<file path="config.mk">
export PLATFORM = sky130hd
export DESIGN_NAME = alu_bist_driver_flat
export DESIGN_NICKNAME = d
export VERILOG_FILES = /design/src/rtl/alu_bist_driver_pkg.sv /design/src/rtl/alu_bist_driver_if.sv /design/src/rtl/alu_bist_driver_lfsr32.sv /design/src/rtl/alu_bist_driver.sv /design/src/flat_wrapper.sv
export SDC_FILE = /design/constraint.sdc
export NUM_CORES = 1
export LEC_CHECK = 0
export ABC_AREA = 1
export CAP_MARGIN = 20
export CORE_ASPECT_RATIO = 2
export CORE_MARGIN = 2
export CORE_UTILIZATION = 48
export DETAILED_ROUTE_END_ITERATION = 10
export GPL_TIMING_DRIVEN = 0
export PLACE_DENSITY = 0.77
export SYNTH_ARGS = -nofsm -noshare
export SYNTH_HDL_FRONTEND = slang
export SYNTH_HIERARCHICAL = 1
export SYNTH_SLANG_ARGS = --single-unit
</file>
<file path="constraint.sdc">
create_clock -name clk -period 2.8 [get_ports clk]
set_input_delay 0.42 -clock clk [delete_from_list [all_inputs] [get_ports clk]]
set_output_delay 0.42 -clock clk [all_outputs]
set_load 0.05 [all_outputs]
</file>
<file path="src/rtl/alu_bist_driver_pkg.sv">
// Shared constants for the ALU BIST driver: ALU opcodes, LFSR taps, FSM states
// and the MISR fold used to compress each ALU result.
package alu_bist_driver_pkg;

   localparam logic [3:0]  OP_NOP = 4'b0000;
   localparam logic [3:0]  OP_ADD = 4'b0011;
   localparam logic [3:0]  OP_SUB = 4'b0100;
   localparam logic [3:0]  OP_OR  = 4'b0010;
   localparam logic [3:0]  OP_AND = 4'b0110;
   localparam logic [3:0]  OP_LUI = 4'b0101;

   localparam logic [31:0] LFSR_TAPS = 32'h8020_0003;

   typedef enum logic [1:0] {
      ST_IDLE  = 2'd0,
      ST_RUN   = 2'd1,
      ST_CHECK = 2'd2,
      ST_DONE  = 2'd3
   } state_t;

   function automatic logic [3:0] op_of_idx(input logic [2:0] idx);
      case (idx)
         3'd0:    return OP_ADD;
         3'd1:    return OP_SUB;
         3'd2:    return OP_OR;
         3'd3:    return OP_AND;
         3'd4:    return OP_LUI;
         default: return OP_NOP;
      endcase
   endfunction

   // Feedback taps 31/21/1/0 shift into bit 0; the zero flag lands on bit 0 too.
   function automatic logic [31:0] misr_fold(input logic [31:0] misr,
                                             input logic [31:0] data,
                                             input logic        zero);
      return {misr[30:0], misr[31] ^ misr[21] ^ misr[1] ^ misr[0]} ^ data ^ {31'b0, zero};
   endfunction

endpackage

</file>
<file path="src/rtl/alu_bist_driver_if.sv">
// ALU stimulus/response bus between the BIST driver (master) and the ALU (slave).
interface alu_bist_driver_if;
   logic [3:0]  alu_operation;
   logic [31:0] a;
   logic [31:0] b;
   logic [31:0] alu_data;
   logic        zero;

   modport master (output alu_operation, a, b, input alu_data, zero);
   modport slave  (input alu_operation, a, b, output alu_data, zero);
endinterface

</file>
<file path="src/rtl/alu_bist_driver_lfsr32.sv">
// 32-bit right-shifting Galois LFSR with synchronous seed load and step enable.
module alu_bist_driver_lfsr32
   import alu_bist_driver_pkg::*;
#(
   parameter logic [31:0] SEED = 32'h0000_0001
) (
   input  logic        clk,
   input  logic        reset,
   input  logic [31:0] seed_i,
   input  logic        load_i,
   input  logic        step_i,
   output logic [31:0] q_o
);

   logic [31:0] state_q, state_d;

   always_comb begin
      state_d = state_q;
      if (load_i)
         state_d = seed_i;
      else if (step_i)
         state_d = state_q[0] ? ((state_q >> 1) ^ LFSR_TAPS) : (state_q >> 1);
   end

   always_ff @(posedge clk or posedge reset) begin
      if (reset) state_q <= SEED;
      else       state_q <= state_d;
   end

   assign q_o = state_q;

endmodule

</file>
<file path="src/rtl/alu_bist_driver.sv">
// BIST initiator for the 32-bit ALU: LFSR operands, rotating opcodes, MISR
// compression of results and a final golden-signature compare.
module alu_bist_driver
   import alu_bist_driver_pkg::*;
#(
   parameter int          NUM_VECTORS = 256,
   parameter logic [31:0] SEED_A      = 32'hACE1_2345,
   parameter logic [31:0] SEED_B      = 32'h1357_9BDF,
   parameter logic [31:0] GOLDEN_SIG  = 32'h0000_0000
) (
   input  logic                clk,
   input  logic                reset,
   input  logic                start_i,
   alu_bist_driver_if.master   alu,
   output logic                bist_active_o,
   output logic                done_o,
   output logic                pass_o,
   output logic                zero_err_o,
   output logic [31:0]         signature_o
);

   localparam logic [15:0] LAST_VEC = 16'(NUM_VECTORS - 1);

   state_t      state_q, state_d;
   logic [31:0] misr_q, misr_d;
   logic [31:0] sig_q, sig_d;
   logic [15:0] vec_cnt_q, vec_cnt_d;
   logic [2:0]  op_idx_q, op_idx_d;
   logic        zero_err_q, zero_err_d;
   logic        pass_q, pass_d;
   logic        lfsr_load, lfsr_step;
   logic [31:0] lfsr_a, lfsr_b;

   alu_bist_driver_lfsr32 #(.SEED(SEED_A)) u_lfsr_a (
      .clk(clk), .reset(reset), .seed_i(SEED_A),
      .load_i(lfsr_load), .step_i(lfsr_step), .q_o(lfsr_a)
   );

   alu_bist_driver_lfsr32 #(.SEED(SEED_B)) u_lfsr_b (
      .clk(clk), .reset(reset), .seed_i(SEED_B),
      .load_i(lfsr_load), .step_i(lfsr_step), .q_o(lfsr_b)
   );

   always_comb begin
      state_d    = state_q;
      misr_d     = misr_q;
      sig_d      = sig_q;
      vec_cnt_d  = vec_cnt_q;
      op_idx_d   = op_idx_q;
      zero_err_d = zero_err_q;
      pass_d     = pass_q;
      lfsr_load  = 1'b0;
      lfsr_step  = 1'b0;
      case (state_q)
         ST_IDLE: begin
            if (start_i) begin
               state_d    = ST_RUN;
               lfsr_load  = 1'b1;
               misr_d     = '0;
               sig_d      = '0;
               vec_cnt_d  = '0;
               op_idx_d   = '0;
               zero_err_d = 1'b0;
               pass_d     = 1'b0;
            end
         end
         // The ALU is combinational, so this edge captures the current vector.
         ST_RUN: begin
            lfsr_step = 1'b1;
            misr_d    = misr_fold(misr_q, alu.alu_data, alu.zero);
            if (alu.zero != (alu.alu_data == 32'd0))
               zero_err_d = 1'b1;
            op_idx_d  = (op_idx_q == 3'd4) ? 3'd0 : op_idx_q + 3'd1;
            vec_cnt_d = vec_cnt_q + 16'd1;
            if (vec_cnt_q == LAST_VEC)
               state_d = ST_CHECK;
         end
         ST_CHECK: begin
            pass_d  = (misr_q == GOLDEN_SIG) && !zero_err_q;
            sig_d   = misr_q;
            state_d = ST_DONE;
         end
         ST_DONE: begin
            if (!start_i)
               state_d = ST_IDLE;
         end
         default: state_d = ST_IDLE;
      endcase
   end

   always_ff @(posedge clk or posedge reset) begin
      if (reset) begin
         state_q    <= ST_IDLE;
         misr_q     <= '0;
         sig_q      <= '0;
         vec_cnt_q  <= '0;
         op_idx_q   <= '0;
         zero_err_q <= 1'b0;
         pass_q     <= 1'b0;
      end else begin
         state_q    <= state_d;
         misr_q     <= misr_d;
         sig_q      <= sig_d;
         vec_cnt_q  <= vec_cnt_d;
         op_idx_q   <= op_idx_d;
         zero_err_q <= zero_err_d;
         pass_q     <= pass_d;
      end
   end

   // Outside RUN the ALU inputs are held at zero so the datapath idles quietly.
   assign bist_active_o     = (state_q == ST_RUN);
   assign done_o            = (state_q == ST_DONE);
   assign pass_o            = pass_q;
   assign zero_err_o        = zero_err_q;
   assign signature_o       = sig_q;
   assign alu.alu_operation = bist_active_o ? op_of_idx(op_idx_q) : OP_NOP;
   assign alu.a             = bist_active_o ? lfsr_a : 32'd0;
   assign alu.b             = bist_active_o ? lfsr_b : 32'd0;

endmodule
</file>
<file path="src/flat_wrapper.sv">
// flat-port wrapper written by rule: the top's interface ports become plain ports
module alu_bist_driver_flat import alu_bist_driver_pkg::*;
#(
   parameter int          NUM_VECTORS = 256,
   parameter logic [31:0] SEED_A      = 32'hACE1_2345,
   parameter logic [31:0] SEED_B      = 32'h1357_9BDF,
   parameter logic [31:0] GOLDEN_SIG  = 32'h0000_0000
)
  (clk, reset, start_i, bist_active_o, done_o, pass_o, zero_err_o, signature_o, alu_alu_operation, alu_a, alu_b, alu_alu_data, alu_zero);
  alu_bist_driver_if alu_i ();
  input  logic clk;
  input  logic reset;
  input  logic start_i;
  output logic bist_active_o;
  output logic done_o;
  output logic pass_o;
  output logic zero_err_o;
  output logic [31:0] signature_o;
  output wire logic [$bits(alu_i.alu_operation)-1:0] alu_alu_operation;
  output wire logic [$bits(alu_i.a)-1:0] alu_a;
  output wire logic [$bits(alu_i.b)-1:0] alu_b;
  input wire logic [$bits(alu_i.alu_data)-1:0] alu_alu_data;
  input wire logic [$bits(alu_i.zero)-1:0] alu_zero;
  assign alu_alu_operation = alu_i.alu_operation;
  assign alu_a = alu_i.a;
  assign alu_b = alu_i.b;
  assign alu_i.alu_data = alu_alu_data;
  assign alu_i.zero = alu_zero;
  alu_bist_driver #(.NUM_VECTORS(NUM_VECTORS), .SEED_A(SEED_A), .SEED_B(SEED_B), .GOLDEN_SIG(GOLDEN_SIG)) u_core (.clk(clk), .reset(reset), .start_i(start_i), .alu(alu_i), .bist_active_o(bist_active_o), .done_o(done_o), .pass_o(pass_o), .zero_err_o(zero_err_o), .signature_o(signature_o));
endmodule
</file>
==> load_flow_metrics.sql, run 1 <==
INSERT INTO impl_metrics (metric_group, metric, value, unit) VALUES
('run_status', 'status', 'complete, no violations', ''),
('detailed_routing', 'routedWlPerCell', '13.5', 'µm'),
('timing', 'finalHoldWorstSlack', '0.392', 'ns'),
('synth', 'synth_enable_flop_cells', '0', ''),
('worst_setup_path', 'path_max_fanout', '10', ''),
('timing', 'timing.final.crit_share', '0.947', ''),
('timing', 'final.setup.tns', '0', 'ns'),
('timing', 'setup_viol', '0', ''),
('detailed_routing', 'detailroute.wirelength.met3', '811', 'µm'),
('worst_setup_path', 'crit_path_cell_trace', 'inv_1 -> ha_4 -> buf_4 -> buf_4 -> nand2_1 -> inv_1 -> clkdlybuf4s15_1', ''),
('timing', 'maxClockFrequency', '0.377', 'GHz'),
('synth', 'postSynthCellCount', '973', ''),
('detailed_routing', 'met2WireLength', '10700', 'µm'),
('pwr', 'power.switching', '5.73', 'mW'),
('clock_network', 'clockBufferDepth', '2', ''),
('synth', 'synth_area_leader_cell', 'dfrtp_1', ''),
('grt', 'pin_count_of_the_biggest_net_entering_global_routing', '71', ''),
('final_layout', 'ff_latch_area', '0.00382', 'mm²'),
('pwr', 'pwr-share-clk', '0.191', ''),
('pwr', 'power.ir.vdd_worst', '0.699', 'mV'),
('worst_setup_path', 'setup.worst_path.start_class', 'flip-flop', ''),
('clock_network', 'htreeDepth', '4', ''),
('synth', 'yosys_warnings', '6', ''),
('final_layout', 'antenna_cells_inserted', '0', ''),
('synth', 'postSynthRegisterBits', '151', ''),
('grt', 'globalRouteTotalUtil', '0.239', ''),
('timing', 'finalCriticalPeriod', '2.65', 'ns'),
('worst_setup_path', 'slowest_stage', 'clkdlybuf4s15_1', ''),
('clock_network', 'clk_transition_reported_paths', '0.07', 'ns'),
('synth', 'synth_async_sr_flop_share', '1.00', ''),
('grt', 'antenna_violations_before_repair', '0', ''),
('worst_setup_path', 'cp_top_family', 'buffers and inverters', ''),
('clock_network', 'clock_latency', '0.42', 'ns'),
('synth', 'post_synth_most_frequent_cells', 'nand2_1, inv_1, dfrtp_1', ''),
('detailed_routing', 'num_vias', '6878', ''),
('detailed_routing', 'route.top_layer_used', 'met4', ''),
('die', 'floorplan.die_area', '0.0170', 'mm²'),
('detailed_routing', 'firstDrtPassIters', '5', ''),
('final_layout', 'postLayoutCoreUtil', '0.636', ''),
('detailed_routing', 'route.layer.met1.wl', '6900', 'µm'),
('min_path', 'min-delay-path-class', 'in2async', ''),
('placed_design', 'hpwlAfterDp', '14500', 'µm'),
('final_layout', 'finish.net_count', '1243', ''),
('synth', 'post-synth-top-area-fraction', '0.383', ''),
('synth', 'synthMostInstantiatedCell', 'nand2_1', ''),
('pwr', 'power.density_cell_area', '1210', 'mW/mm²'),
('die', 'die_y', '182', 'µm'),
('pwr', 'swShare', '0.476', ''),
('worst_setup_path', 'endpoint_kind', 'output port', ''),
('job', 'cap_viol_max_count', '0', ''),
('timing', 'timing_max_transition_violations_final', '0', ''),
('timing', 'max-slew-margin-rel', '0.600', ''),
('die', 'top_level_ports', '140', ''),
('die', 'die_width', '93.2', 'µm'),
('detailed_routing', 'post-route-drc-count', '0', ''),
('pwr', 'report.power.total', '12.0', 'mW'),
('grt', 'global_route.overflow_total', '0', ''),
('timing', 'grt_setup_unrepaired', 'no', ''),
('synth', 'netlist_top_cells_area', 'dfrtp_1, nand2_1, dfstp_2, nand3_1, inv_1', ''),
('clock_network', 'cts_tree', 'done', ''),
('pwr', 'p_int', '6.31', 'mW'),
('clock_network', 'root_buffer', 'clkbuf_16', ''),
('pwr', 'power.sequential.fraction', '0.326', ''),
('die', 'initial_core_util', '0.487', ''),
('clock_network', 'post_cts_hold_buffer_count', '0', ''),
('timing', 'final.setup_skew', '0.0157', 'ns'),
('worst_setup_path', 'worstSetupPathType', 'reg2out', ''),
('clock_network', 'clock-sinks', '151', ''),
('worst_setup_path', 'max_stage_delay', '0.49', 'ns'),
('placed_design', 'gp_congestion', '0.834', ''),
('timing', 'hold_viol', '0', '');
## cell usage in the layout (no fill, tap or decap), types with 12 or more instances in the layout
master             n
o22ai_1           32
clkbuf_16         17
nor2_1            39
clkbuf_1          12
nand3_1          106
clkbuf_2          13
conb_1            65
inv_1            136
buf_2             61
o21ai_0           43
dfstp_2           34
dfrtp_1          117
clkdlybuf4s50_1   71
xnor2_1           32
a21oi_1           18
nand2_1          310
## logic make-up after synthesis
| family | after synthesis | synth area share |
|---|---|---|
| adders and majority gates | 11 | 0.0180 |
| DFF | 151 | 0.500 |
| and+or+nand+nor | 485 | 0.270 |
| xor gates and xnor gates | 35 | 0.0401 |
| buffers and inverters | 186 | 0.0971 |
| other | 2 | 0.000983 |
| AOI/OAI and AO/OA | 103 | 0.0743 |
## repair_timing
item / in CTS / in global routing
resized for setup: 212 / 79
buffers inserted: 0 / 0
setup endpoints to repair: 67 / 66
hold endpoints to repair: 0 / 0
## layer usage
metal | global-route usage | up-vias
li1 | - | 3431
met1 | 0.252 | 3237
met2 | 0.447 | 177
met3 | 0.0516 | 33
met4 | 0.100 | 0
met5 | 0 | -
## state kept, by name (all words and copies together), names as in the netlist
signal and cells:
u_core/misr_q 32, u_core/signature_o 32, u_core/u_lfsr_a/q_o 32, u_core/u_lfsr_b/q_o 32
u_core/vec_cnt_q 16, u_core/op_idx_q 3, u_core/state_q 2, u_core/pass_o 1
u_core/zero_err_o 1
## power by group through the flow
| stage | registers (mW) | logic, mW | clock network, mW |
|---|---|---|---|
| 6_report | 3.93 | 5.82 | 2.29 |
| 2_1_floorplan | 4.42 | 3.60 | 0 |
| 4_1_cts | 3.93 | 5.93 | 2.35 |
| 3_5_place_dp | 3.96 | 6.00 | 0 |
| 5_1_grt | 4.05 | 6.39 | 2.44 |
| 3_3_place_gp | 3.94 | 5.88 | 0 |
## metrics by stage
stage / setup slack [ns] / area [µm²] / std cells
global placement: -1.34 / 9520 / 1375
floorplan: 0.113 / 7890 / 1036
CTS: 0.0000273 / 10200 / 1410
finish: 0.148 / 9980 / 1410
global route: 0.000727 / 9980 / 1410
detailed placement: -0.609 / 9600 / 1378
## path summary, 6_finish.rpt
| check | cells after the start | to | slack (ns) | startpoint |
|---|---|---|---|---|
| max | 7 | alu_a[0] | 0.15 | u_core/state_q[1]$_DFFE_PP0P_ |
| min | 2 | u_core/op_idx_q[1]$_DFFE_PP0P_ | 0.39 | reset |
| max reg2reg | 10 | u_core/u_lfsr_a/q_o[21]$_DFFE_PP1P_ | 0.45 | u_core/state_q[0]$_DFFE_PP0P_ |
| min reg2reg | 1 | u_core/vec_cnt_q[3]$_DFFE_PP0P_ | 0.49 | u_core/vec_cnt_q[3]$_DFFE_PP0P_ |
| max in group asynchronous | 3 | u_core/u_lfsr_b/q_o[17]$_DFFE_PP1P_ | 1.68 | reset |
| min in group clk | 1 | u_core/vec_cnt_q[3]$_DFFE_PP0P_ | 0.49 | u_core/vec_cnt_q[3]$_DFFE_PP0P_ |
## final cells by class
| class | count | area share |
|---|---|---|
| Clock inverter | 15 | 0.0159 |
| Timing Repair Buffer | 141 | 0.123 |
| Sequential cell | 151 | 0.383 |
| Multi-Input combinational cell | 699 | 0.334 |
| Inverter | 140 | 0.0529 |
| Buffer | 46 | 0.0233 |
| Clock buffer | 17 | 0.0426 |
| Tap cell | 201 | 0.0252 |
Note: power is estimated with default switching activity, not from simulation.
==> run 2, diff against run 1 <==
HOLD_SLACK_MARGIN = 0.05   (was unset)
==> results of run 2 <==
No change in the layout: final DEF, timing and power equal those of run 1.
==> run 3, diff against run 2 <==
CORE_MARGIN = unset   (was 2)
CORE_UTILIZATION = 53   (was 48)
PLACE_DENSITY = 0.81   (was 0.77)
clock period = 2.7 ns   (was 2.8 ns; I/O delays follow)
==> load_flow_metrics.sql, run 3 (synthesis results as in run 1) <==
INSERT INTO impl_metrics (metric_group, metric, value, unit) VALUES
('worst_setup_path', 'r2r_end', 'u_core/u_lfsr_b/q_o[19]$_DFFE_PP0P_', ''),
('clock_network', 'post_cts_hold_buffer_count', '0', ''),
('pwr', 'report.power.total', '12.3', 'mW'),
('timing', 'finalCriticalPeriod', '2.59', 'ns'),
('final_layout', 'layout.cells.non_filler', '1398', ''),
('pwr', 'total_leakage_power', '5.23', 'nW'),
('grt', 'antenna_violations_before_repair', '0', ''),
('final_layout', 'post_route_cells_drive_above_1_share', '0.153', ''),
('clock_network', 'clock-sinks', '151', ''),
('clock_network', 'htreeDepth', '4', ''),
('clock_network', 'cts_tree', 'done', ''),
('die', 'die_width', '86.9', 'µm'),
('grt', 'first_global_vias', '6713', ''),
('detailed_routing', 'post-route-drc-count', '0', ''),
('timing', 'timing.final.crit_share', '0.958', ''),
('die', 'die_y', '172', 'µm'),
('detailed_routing', 'routedWlPerCell', '13.5', 'µm'),
('timing', 'max-slew-margin-rel', '0.490', ''),
('detailed_routing', 'wl', '18900', 'µm'),
('job', 'cap_viol_max_count', '0', ''),
('die', 'top_level_ports', '140', ''),
('worst_setup_path', 'path_max_fanout', '10', ''),
('clock_network', 'clock_latency', '0.42', 'ns'),
('final_layout', 'finish.net_count', '1243', ''),
('timing', 'final.setup_skew', '0.00925', 'ns'),
('placed_design', 'placed_cells_incl_taps', '1366', ''),
('worst_setup_path', 'required', '2.30', 'ns'),
('final_layout', 'area.growth.synth_to_final', '29.5', '%'),
('die', 'rows', '61', ''),
('pwr', 'power.density_cell_area', '1240', 'mW/mm²'),
('worst_setup_path', 'timing.rr.start', 'u_core/state_q[0]$_DFFE_PP0P_', ''),
('worst_setup_path', 'r2r.worst_path.cells', '10', ''),
('grt', 'global_route.overflow_total', '0', ''),
('die', 'initial_core_util', '0.547', ''),
('detailed_routing', 'firstDrtPassIters', '5', ''),
('clock_network', 'clk_transition_reported_paths', '0.06', 'ns'),
('final_layout', 'postLayoutCoreUtil', '0.709', ''),
('die', 'coreArea', '0.0140', 'mm²'),
('grt', 'grt_pass1_wl', '31100', 'µm'),
('min_path', 'hold_path.startpoint', 'u_core/vec_cnt_q[4]$_DFFE_PP0P_', ''),
('timing', 'maxClockFrequency', '0.386', 'GHz'),
('final_layout', 'nFillCells', '1156', ''),
('min_path', 'hold_crit_depth', '1', ''),
('placed_design', 'hpwlAfterDp', '14100', 'µm'),
('worst_setup_path', 'worstSetupPathType', 'reg2out', ''),
('detailed_routing', 'num_vias', '6895', ''),
('timing', 'final.setup.tns', '0', 'ns'),
('placed_design', 'postPlaceCellArea', '0.00958', 'mm²'),
('die', 'floorplan.die_area', '0.0149', 'mm²'),
('run_status', 'status', 'complete, no violations', ''),
('timing', 'hold_viol', '0', ''),
('pwr', 'power.ir.vdd_worst', '0.786', 'mV'),
('worst_setup_path', 'setup_slack_reg_to_reg', '0.31', 'ns'),
('worst_setup_path', 'setup.worst_path.start_class', 'flip-flop', ''),
('min_path', 'min-delay-path-class', 'reg2reg', ''),
('final_layout', 'mostFrequentLayoutCell', 'nand2_1', ''),
('timing', 'setup_viol', '0', ''),
('clock_network', 'clockBufferDepth', '2', ''),
('detailed_routing', 'vias_per_cell', '4.93', ''),
('detailed_routing', 'postRouteAntennaNets', '0', ''),
('worst_setup_path', 'critPathArrivalTime', '2.18', 'ns'),
('placed_design', 'port-buffer-count', '138', ''),
('final_layout', 'antenna_cells_inserted', '0', ''),
('timing', 'timing_max_transition_violations_final', '0', ''),
('worst_setup_path', 'endpoint_kind', 'output port', ''),
('grt', 'globalRouteTotalUtil', '0.269', ''),
('grt', 'pin_count_of_the_biggest_net_entering_global_routing', '48', ''),
('final_layout', 'multi_input_area', '0.00333', 'mm²'),
('timing', 'grt_setup_unrepaired', 'no', ''),
('min_path', 'hold_end', 'u_core/vec_cnt_q[4]$_DFFE_PP0P_', ''),
('placed_design', 'gp_congestion', '0.877', ''),
('final_layout', 'ff_latch_area', '0.00382', 'mm²'),
('timing', 'worst_slew_pin_slew', '0.765', 'ns'),
('clock_network', 'root_buffer', 'clkbuf_16', ''),
('clock_network', 'postCtsSetupRepairBufs', '0', ''),
('final_layout', 'post-route-cell-area', '0.00990', 'mm²'),
('detailed_routing', 'detailedRoute.firstIterationViolations', '278', ''),
('final_layout', 'layout_common_cells', 'nand2_1, inv_1, dfrtp_1', ''),
('clock_network', 'clock_buffer_count_from_cts', '17', '');
run 3: timing repair:
item	in CTS	in global routing
gates resized for setup	260	42
pin swaps	0	0
endpoints found under the setup margin	67	52
run 3: metal layers:
layer	global-route usage	vias up	share of wire
met5	0	-	0
met4	0.124	0	0.037
met3	0.0547	51	0.043
met2	0.510	193	0.55
met1	0.276	3219	0.37
li1	-	3432	-
run 3: stage by stage:
step                hold WS [ns]  worst slack [ns]
finish                     0.485             0.112
global route               0.514           0.00164
CTS                        0.486          0.000837
detailed placement         0.476            -0.642
global placement           0.475             -1.39
floorplan                  0.455            0.0283
run 3: worst max-delay path by stage:
stage / startpoint / to / slack (ns) / cells past startpoint
after floorplan: u_core/state_q[1]$_DFFE_PP0P_ / alu_alu_operation[1] / 0.03 / 7
after global placement: reset / u_core/misr_q[24]$_DFFE_PP0P_ / -1.39 / 2
after detailed placement: u_core/state_q[1]$_DFFE_PP0P_ / alu_a[29] / -0.64 / 8
after CTS: u_core/state_q[1]$_DFFE_PP0P_ / alu_a[22] / 0.0008 / 8
after global routing: u_core/state_q[1]$_DFFE_PP0P_ / alu_b[28] / 0.002 / 8
final: u_core/state_q[1]$_DFFE_PP0P_ / alu_alu_operation[0] / 0.11 / 7
run 3: where the power goes:
| part | total, mW | internal, mW | switching, mW |
|---|---|---|---|
| clock | 2.19 | 1.20 | 0.987 |
| sequential | 4.08 | 3.34 | 0.742 |
| combinational | 6.06 | 1.89 | 4.16 |
| total | 12.3 | 6.43 | 5.89 |
run 3: layout make-up:
| cell class | count | area share |
|---|---|---|
| inverters | 140 | 0.0533 |
| clock buffers | 17 | 0.0430 |
| flip-flops and latches | 151 | 0.386 |
| clock inverters | 15 | 0.0123 |
| plain buffers | 46 | 0.0240 |
| multi-input cells | 699 | 0.337 |
| well taps | 189 | 0.0239 |
| repair buffers | 141 | 0.121 |
run 3: critical path, stage by stage (launching register included):
cell             delay [ns]
dfrtp_1                0.42
inv_1                  0.13
ha_4                   0.23
buf_4                  0.18
buf_4                  0.20
nand2_1                0.06
inv_1                  0.05
clkdlybuf4s15_1        0.48
